[src/rtl/timer_readout.sv]
`default_nettype none
// ============================================================================
//  Module   : timer_readout
//  Purpose  : Converts the game timer's remaining-frame count into M:SS
//             decimal digits for the HUD. Frames are turned into seconds
//             (rounded up), then split into minutes, seconds-tens and
//             seconds-ones by repeated subtraction, one subtract per clock.
//  Options  : TIMER_READOUT_WARN_EN - when defined, builds the low-time
//             warning comparator; otherwise warn is tied low.
//  Revision : 1.0 - initial release
// ============================================================================
module timer_readout #(
  parameter int VAL_W    = 14,
  parameter int FPS      = 60,
  parameter int WARN_SEC = 10
) (
  input  logic             clk,
  input  logic             reset,
  input  logic [VAL_W-1:0] timer_val,
  input  logic             conv_req,
  output logic             busy,
  output logic             valid,
  output logic [3:0]       min_dig,
  output logic [3:0]       sec_tens,
  output logic [3:0]       sec_ones,
  output logic             warn
);

  typedef enum logic [2:0] {
    S_IDLE  = 3'd0,
    S_DIV_F = 3'd1,
    S_DIV_M = 3'd2,
    S_DIV_T = 3'd3,
    S_DONE  = 3'd4
  } state_t;

  localparam logic [VAL_W-1:0] FPS_V = VAL_W'(FPS);
  localparam logic [VAL_W-1:0] SIXTY = VAL_W'(60);
  localparam logic [VAL_W-1:0] TEN   = VAL_W'(10);
  localparam logic [VAL_W-1:0] NINE  = VAL_W'(9);
  localparam logic [VAL_W-1:0] ONE   = VAL_W'(1);

  state_t           state_q;
  logic [VAL_W-1:0] rem_q;      // frames still to be divided
  logic [VAL_W-1:0] secs_q;     // seconds, later reduced to the ones digit
  logic [VAL_W-1:0] mins_q;     // whole minutes (may exceed 9; saturated on output)
  logic [3:0]       tens_q;     // seconds tens, never above 5
  logic             pending_q;  // a request arrived while busy
  logic             busy_q;
  logic             valid_q;
  logic [3:0]       min_q;
  logic [3:0]       tens_dig_q;
  logic [3:0]       ones_q;

  // Seconds after the frame division: a partial second left in rem rounds up
  logic [VAL_W-1:0] w_secs_ceil;
  assign w_secs_ceil = secs_q + VAL_W'(rem_q != '0);

`ifdef TIMER_READOUT_WARN_EN
  localparam logic [VAL_W-1:0] WARN_V = VAL_W'(WARN_SEC);
  logic [VAL_W-1:0] total_q;    // rounded-up seconds before minute/tens split
  logic             warn_q;
`endif

  // Conversion sequencer: request capture, division steps and digit load
  always_ff @(posedge clk or negedge reset) begin
    if (!reset) begin
      state_q    <= S_IDLE;
      rem_q      <= '0;
      secs_q     <= '0;
      mins_q     <= '0;
      tens_q     <= '0;
      pending_q  <= 1'b0;
      busy_q     <= 1'b0;
      valid_q    <= 1'b0;
      min_q      <= '0;
      tens_dig_q <= '0;
      ones_q     <= '0;
`ifdef TIMER_READOUT_WARN_EN
      total_q    <= '0;
      warn_q     <= 1'b0;
`endif
    end else begin
      valid_q <= 1'b0;
      case (state_q)
        S_IDLE: begin
          if (conv_req) begin
            rem_q   <= timer_val;
            secs_q  <= '0;
            mins_q  <= '0;
            tens_q  <= '0;
            busy_q  <= 1'b1;
            state_q <= S_DIV_F;
          end
        end

        S_DIV_F: begin
          if (conv_req) pending_q <= 1'b1;
          if (rem_q >= FPS_V) begin
            rem_q  <= rem_q - FPS_V;
            secs_q <= secs_q + ONE;
          end else begin
            secs_q  <= w_secs_ceil;
`ifdef TIMER_READOUT_WARN_EN
            total_q <= w_secs_ceil;
`endif
            state_q <= S_DIV_M;
          end
        end

        S_DIV_M: begin
          if (conv_req) pending_q <= 1'b1;
          if (secs_q >= SIXTY) begin
            secs_q <= secs_q - SIXTY;
            mins_q <= mins_q + ONE;
          end else begin
            state_q <= S_DIV_T;
          end
        end

        S_DIV_T: begin
          if (conv_req) pending_q <= 1'b1;
          if (secs_q >= TEN) begin
            secs_q <= secs_q - TEN;
            tens_q <= tens_q + 4'd1;
          end else begin
            // Digits and valid are loaded on entry so they are visible in DONE
            valid_q <= 1'b1;
            if (mins_q > NINE) begin
              min_q      <= 4'd9;
              tens_dig_q <= 4'd5;
              ones_q     <= 4'd9;
            end else begin
              min_q      <= mins_q[3:0];
              tens_dig_q <= tens_q;
              ones_q     <= secs_q[3:0];
            end
`ifdef TIMER_READOUT_WARN_EN
            warn_q  <= (total_q != '0) && (total_q <= WARN_V);
`endif
            state_q <= S_DONE;
          end
        end

        S_DONE: begin
          // A request seen now or earlier in the conversion restarts at once
          if (pending_q || conv_req) begin
            pending_q <= 1'b0;
            rem_q     <= timer_val;
            secs_q    <= '0;
            mins_q    <= '0;
            tens_q    <= '0;
            state_q   <= S_DIV_F;
          end else begin
            busy_q  <= 1'b0;
            state_q <= S_IDLE;
          end
        end

        default: begin
          state_q <= S_IDLE;
          busy_q  <= 1'b0;
        end
      endcase
    end
  end

  assign busy     = busy_q;
  assign valid    = valid_q;
  assign min_dig  = min_q;
  assign sec_tens = tens_dig_q;
  assign sec_ones = ones_q;

`ifdef TIMER_READOUT_WARN_EN
  assign warn = warn_q;
`else
  // Warning not built; the threshold is referenced only so both builds
  // share one parameter list. Always evaluates to 0.
  assign warn = (WARN_SEC < 0) ? 1'b0 : 1'b0;
`endif

endmodule
`default_nettype wire

[config.mk]
export PLATFORM = sky130hd
export DESIGN_NAME = timer_readout
export DESIGN_NICKNAME = d
export VERILOG_FILES = /design/src/rtl/timer_readout.sv
export SDC_FILE = /design/constraint.sdc
export NUM_CORES = 1
export LEC_CHECK = 0
export ABC_AREA = 0
export CAP_MARGIN = 20
export CELL_PAD_IN_SITES_DETAIL_PLACEMENT = 1
export CELL_PAD_IN_SITES_GLOBAL_PLACEMENT = 2
export CORE_MARGIN = 2
export CORE_UTILIZATION = 32
export DETAILED_ROUTE_END_ITERATION = 8
export GPL_ROUTABILITY_DRIVEN = 0
export PLACE_DENSITY = 0.72
export SLEW_MARGIN = 30
export SYNTH_ARGS = -nofsm -noshare
export SYNTH_HDL_FRONTEND = slang
export SYNTH_SLANG_ARGS = --single-unit
[constraint.sdc]
create_clock -name clk -period 2.5 [get_ports clk]
set_input_delay 0.5 -clock clk [delete_from_list [all_inputs] [get_ports clk]]
set_output_delay 0.5 -clock clk [all_outputs]
set_load 0.02 [all_outputs]
-- Word level (Yosys, flattened, before mapping)
Index checks and enable logic that the tools add are counted.
Widths: inputs -> output; s select.
- bits in registers: 64
- output and inout port bits: 15
- reduce and logical (&&, ||, !) cells: 17
- $add $sub $neg: 7
- $lt $le $gt $ge: 4
- muxes and demuxes: 32
- bitwise gates (word level): 2
- equal/unequal tests: 14
- operators by type and width (cell ; number):
    $mux 14 ; 9
    $pmux 14 s3 ; 2
    $pmux 14 s5 ; 1
    $add 14x1->14 const B ; 2
    $ge 14x6->1 const B ; 2
    $sub 14x6->14 const B ; 2
    $mux 4 ; 6
    $ne 2x2->1 const B ; 9
    $reduce_and 4->1 ; 4
    $pmux 3 s5 ; 1
    $add 14x1->14 ; 1
    $ge 14x4->1 const B ; 1
    $gt 14x4->1 const B ; 1
    $reduce_bool 14->1 ; 1
    $sub 14x4->14 const B ; 1
    $mux 3 ; 4
    $pmux 4 s3 ; 1
    $reduce_bool 3->1 ; 3
    $eq 3x2->1 const B ; 2
    $mux 1 ; 6
    $reduce_and 3->1 ; 2
    $reduce_and 5->1 ; 1
    $reduce_bool 5->1 ; 1
    $add 4x1->4 const B ; 1
    other kinds (11) ; 12

-- Longest topological paths before layout
- word-level depth: 4
- gate-level depth with buffers: 10

-- Worst setup path after synthesis
Ideal clock, no wire load.
- path type: reg-to-reg
- start: register rem_q[6]
- end: register secs_q[8]
- library setup time: 133 ps
- setup slack: 48 ps
- arrival: 2319 ps
- cell stages (with the launch flop): 11
- path buffers: 1
- data required time: 2367 ps
- cells stage by stage: dfrtp_1 -> clkbuf_1 -> nor4_1 -> and3_1 -> nand4_1 -> ha_1 -> nand3_1 -> nor3_1 -> a221oi_1 -> a21o_1 -> o21ai_0
- longest elaborated chain between the ends: 4
- elaborated cells on any way between the ends: 5
- classes of those cells: add/sub (1); order compare (1); mux (2); reduce/logical (1)
- ends and longest elaborated chain (item ; line ; RTL):
    from (decl) ; 44 ; logic [VAL_W-1:0] rem_q;
    from (signal assigned) ; 88 ; rem_q <= timer_val;
    from (signal assigned) ; 100 ; rem_q <= rem_q - FPS_V;
    from (signal assigned) ; 149 ; rem_q <= timer_val;
    $reduce_bool 14->1 ; 57 ; assign w_secs_ceil = secs_q + VAL_W'(rem_q != '0);
    $add 14x1->14 ; 57 ;
    $mux 14 * ; 99 ; if (rem_q >= FPS_V) begin
    $pmux 14 s5 * ; 85 ; case (state_q)
    to (signal assigned) ; 101 ; secs_q <= secs_q + ONE;
    to (signal assigned) ; 103 ; secs_q <= w_secs_ceil;
    to (signal assigned) ; 114 ; secs_q <= secs_q - SIXTY;
    to (decl) ; 45 ; logic [VAL_W-1:0] secs_q;
Every way passes the cells marked *; elsewhere a longest branch is shown, timed or not.
A chain may end at the register's enable or synchronous reset.

-- Final worst setup path
- start: register secs_q[12]
- end: register tens_dig_q[2] (netlist: sec_tens[2])
- longest elaborated chain between the ends: 3
- ends and longest elaborated chain (item ; line ; RTL):
    $ge 14x4->1 ; 123 ; if (secs_q >= TEN) begin
    $not 1->1 (no source line) ; -- ;
    $reduce_and 2->1 (no source line) ; -- ;
    to (signal assigned) ; 135 ; tens_dig_q <= tens_q;
    to (decl) ; 52 ; logic [3:0] tens_dig_q;
Every way passes these cells.

==> report_table.html <==
<table>
<tr><th>Metric</th><th>Value</th></tr>
<tr><th colspan="2">Power</th></tr>
<tr><td>Total power divided by cell area</td><td>~460 nW/um^2</td></tr>
<tr><td>IR drop worst, VDD</td><td>261.4 uV</td></tr>
<tr><td>Overall power consumption</td><td>2.365 mW</td></tr>
<tr><td>Standby leakage power</td><td>around 2.1 nW</td></tr>
<tr><th colspan="2">Place</th></tr>
<tr><td>Setup slack at placement</td><td>52.80 ps</td></tr>
<tr><td>Number of buffers inserted by port buffering</td><td>30</td></tr>
<tr><td>Count of placed standard cells including taps</td><td>693</td></tr>
<tr><td>DP HPWL</td><td>9.459 mm</td></tr>
<tr><td>Total cell area at the placement stage</td><td>~4800 um^2</td></tr>
<tr><th colspan="2">Synth</th></tr>
<tr><td>Top cells by area in the synthesized netlist</td><td>dfrtp_1, o21ai_0, a21oi_1</td></tr>
<tr><td>Top cell types by occurrence after synthesis</td><td>dfrtp_1, o21ai_0, nand2_1</td></tr>
<tr><td>Mean post-synth cell area</td><td>8.492 um^2</td></tr>
<tr><td>Fraction of registers with async set or reset after synthesis</td><td>1.000</td></tr>
<tr><td>Number of enable-type register cells in the synthesized netlist</td><td>0</td></tr>
<tr><td>Net count after synthesis</td><td>504</td></tr>
<tr><td>Proportion of synthesized chip area in sequential cells</td><td>0.3979</td></tr>
<tr><td>Top flip-flop cell by instance count after synthesis</td><td>dfrtp_1</td></tr>
<tr><td>Number of distinct library cell variants in the gate-level netlist after synthesis</td><td>64</td></tr>
<tr><td>Cell taking the most area after synthesis</td><td>dfrtp_1</td></tr>
<tr><td>Synth Register Bits</td><td>64</td></tr>
<tr><td>Synth warnings</td><td>0</td></tr>
<tr><td>Most frequently used cell type in the post-synthesis netlist</td><td>dfrtp_1</td></tr>
<tr><td>Cells after synthesis</td><td>~470</td></tr>
<tr><td>Fraction of synthesized cell area taken by the top area cell type</td><td>0.3979</td></tr>
<tr><td>Post-Syn Area</td><td>4025 um^2</td></tr>
<tr><th colspan="2">Critical path</th></tr>
<tr><td>Reg-to-reg slack, setup</td><td>~140 ps</td></tr>
<tr><td>CP max FO</td><td>9</td></tr>
<tr><td>CP Cell Sequence</td><td>or4_4 &gt; or3_4 &gt; or2_1 &gt; inv_2 &gt; nand3_2 &gt; o22a_1</td></tr>
<tr><td>Critical Path Slowest Stage Cell</td><td>or4_4</td></tr>
<tr><td>Critical path start-end classification</td><td>flip-flop to flip-flop</td></tr>
<tr><td>Endpoint required time on the critical path</td><td>2720 ps</td></tr>
<tr><td>Slowest stage delay, CP</td><td>roughly 550 ps</td></tr>
<tr><td>Type of destination of the critical path</td><td>flip-flop</td></tr>
<tr><td>Worst setup SP type</td><td>flip-flop</td></tr>
<tr><td>Critical path data arrival time</td><td>~2600 ps</td></tr>
<tr><th colspan="2">Route</th></tr>
<tr><td>Initial drt markers</td><td>144</td></tr>
<tr><td>Routed len/inst</td><td>18.03 um</td></tr>
<tr><td>Number of vias per cell after detailed routing</td><td>5.539</td></tr>
<tr><td>Via total after detailed routing</td><td>between 3000 and 4000</td></tr>
<tr><td>Detailed Routing Iterations Pass 1</td><td>4</td></tr>
<tr><td>Number of remaining DRC errors</td><td>0</td></tr>
<tr><td>Total Wirelength</td><td>12.79 mm</td></tr>
<tr><td>Antenna Violating Nets Remaining</td><td>0</td></tr>
<tr><th colspan="2">Clock tree</th></tr>
<tr><td>Total clock buffers created by CTS</td><td>9</td></tr>
<tr><td>Sink count of the clock tree</td><td>64</td></tr>
<tr><td>Bufs on Longest Clock Path</td><td>2</td></tr>
<tr><td>TritonCTS clock tree</td><td>built</td></tr>
<tr><td>CTS Root Buffer Type</td><td>clkbuf_16</td></tr>
<tr><td>Clock Pin Slew Worst Setup and Hold Paths</td><td>60 ps</td></tr>
<tr><td>Source-to-sink clock delay at the later pin of the worst-skew pair</td><td>around 340 ps</td></tr>
<tr><td>H-tree depth</td><td>3</td></tr>
<tr><th colspan="2">Hold path</th></tr>
<tr><td>Path class of the lowest-slack min-delay path</td><td>input port to asynchronous set/reset pin</td></tr>
<tr><th colspan="2">Outcome</th></tr>
<tr><td>Outcome</td><td>finished clean</td></tr>
<tr><th colspan="2">Global route</th></tr>
<tr><td>Remaining global-route overflow</td><td>0</td></tr>
<tr><td>Via count of the first global-routing pass</td><td>slightly above 4000</td></tr>
<tr><td>Pin count of the biggest net entering global routing</td><td>28</td></tr>
<tr><td>Number of antenna violations at the first check in global routing</td><td>0</td></tr>
<tr><td>Global-route usage over all layers</td><td>0.2039</td></tr>
<tr><td>Wire length of the first global-routing pass</td><td>21.20 mm</td></tr>
<tr><th colspan="2">Floorplan</th></tr>
<tr><td>Count of boundary I/O pins</td><td>32</td></tr>
<tr><td>Die height</td><td>116.2 um</td></tr>
<tr><td>Number of rows created at floorplan</td><td>40</td></tr>
<tr><td>Die ar.</td><td>13490 um^2</td></tr>
<tr><td>Starting Density</td><td>0.3310</td></tr>
<tr><td>Core area</td><td>12160 um^2</td></tr>
<tr><td>Die width</td><td>116.2 um</td></tr>
<tr><th colspan="2">Cells and area</th></tr>
<tr><td>Area grow syn2layout</td><td>27.45%</td></tr>
<tr><td>Nets@finish</td><td>567</td></tr>
<tr><td>Design Area, Final</td><td>5130 um^2</td></tr>
<tr><td>Ratio of cells with drive above 1 in the final layout</td><td>0.1664</td></tr>
<tr><td>Final standard cell count with taps included and fillers excluded</td><td>709</td></tr>
<tr><td>Diode insertion count for antenna repair</td><td>0</td></tr>
<tr><th colspan="2">Timing</th></tr>
<tr><td>Normalized max-slew margin</td><td>0.5977</td></tr>
<tr><td>Final Setup Violations</td><td>0</td></tr>
<tr><td>Time the final worst path needs with I/O delays and setup</td><td>about 2400 ps</td></tr>
<tr><td>Post-route worst setup slack</td><td>141.8 ps</td></tr>
<tr><td>Max Fclk</td><td>approximately 420 MHz</td></tr>
<tr><td>Worst clock skew on the final layout</td><td>7.821 ps</td></tr>
<tr><td>TNS Setup</td><td>0 ps</td></tr>
<tr><td>Fin. Hold Viols</td><td>0</td></tr>
<tr><td>Tightest Pin Transition</td><td>603.5 ps</td></tr>
<tr><td>Fin. max-slew vios</td><td>0</td></tr>
<tr><td>Final period utilization</td><td>0.9433</td></tr>
<tr><th colspan="2">Run</th></tr>
<tr><td>Number of max-cap violations</td><td>0</td></tr>
</table>
## placed cells by master (no fill, tap or decap), types with 14 or more instances in the layout
| master | Yosys | routed |
|---|---|---|
| inv_1 | 18 | 18 |
| a21oi_1 | 39 | 39 |
| nand3_1 | 19 | 19 |
| nand2_1 | 40 | 40 |
| o31ai_1 | 14 | 14 |
| o21ai_0 | 52 | 51 |
| clkdlybuf4s50_1 | 0 | 29 |
| buf_4 | 2 | 54 |
| nor2_1 | 28 | 28 |
| dfrtp_1 | 64 | 63 |
## power by group
group	leakage (nW)	internal [mW]	switching, mW
registers	0.806	1.04	0.00264
logic	1.20	0.0323	0.0339
clock network	0.139	0.792	0.464
## flip-flops by register name, summed over array words and instances (netlist names)
| name | count |
|---|---|
| busy | 1 |
| min_dig | 4 |
| mins_q | 14 |
| pending_q | 1 |
| rem_q | 14 |
| sec_ones | 4 |
| sec_tens | 4 |
| secs_q | 14 |
| state_q | 3 |
| tens_q | 4 |
| valid | 1 |
## layer usage
metal  GRT usage  part of all wire  vias up
met4     0.07460             0.016        0
met5           0                 0        -
li1            -                 -     1905
met2      0.3419              0.48       47
met3     0.03010             0.023       13
met1      0.2689              0.48     1962
## critical path, delay by kind of cell, from the launching register on
kind                   cells  cell delay (ps)
AND/OR/NAND/NOR            4             1450
buffers and inverters      1              190
AO/OA/AOI/OAI              1              220
flip-flops                 1              370
## repair_timing
action | CTS | global route
setup endpoints to repair | 0 | 9
buffers inserted | 0 | 1
hold buffers | 0 | 0
gates resized for setup | 0 | 10
## per-stage QoR
step / util / hold WS (ps)
6_report: 0.4218 / 169.0
5_1_grt: 0.4218 / 210.6
4_1_cts: 0.4182 / 184.7
3_5_place_dp: 0.3944 / 469.4
3_3_place_gp: 0.3944 / 482.7
2_1_floorplan: - / 204.4
## worst paths after layout
kind | startpoint | to | depth (start not counted)
setup reg to reg | secs_q[12] | sec_tens[2] | 6
setup / recovery | secs_q[12] | sec_tens[2] | 6
min in group clk | min_dig[1] | min_dig[1] | 2
max in group asynchronous | reset | mins_q[5] | 2
hold / removal | reset | secs_q[12] | 1
hold reg to reg | min_dig[1] | min_dig[1] | 2
## kinds of logic after synthesis
kind of cell,count (synthesis),share of synthesized area
multiplexers,2,0.004974
buffers and inverters,52,0.05533
AO/OA/AOI/OAI,172,0.2739
XOR/XNOR,2,0.004353
other,1,0.0009317
flip-flops,64,0.3979
AND/OR/NAND/NOR,168,0.2223
adder cells (fa/ha/maj),13,0.04041
## final cells by class
type	instances	area, um^2
inverters	19	71.32
flip-flops and latches	64	1603
fillers	1465	7032
multi-input cells	358	2236
clock buffers	12	246.5
well taps	168	210.2
repair buffers	85	720.7
clock inverters	3	42.54
No activity file was read; power rests on OpenSTA's default activity.
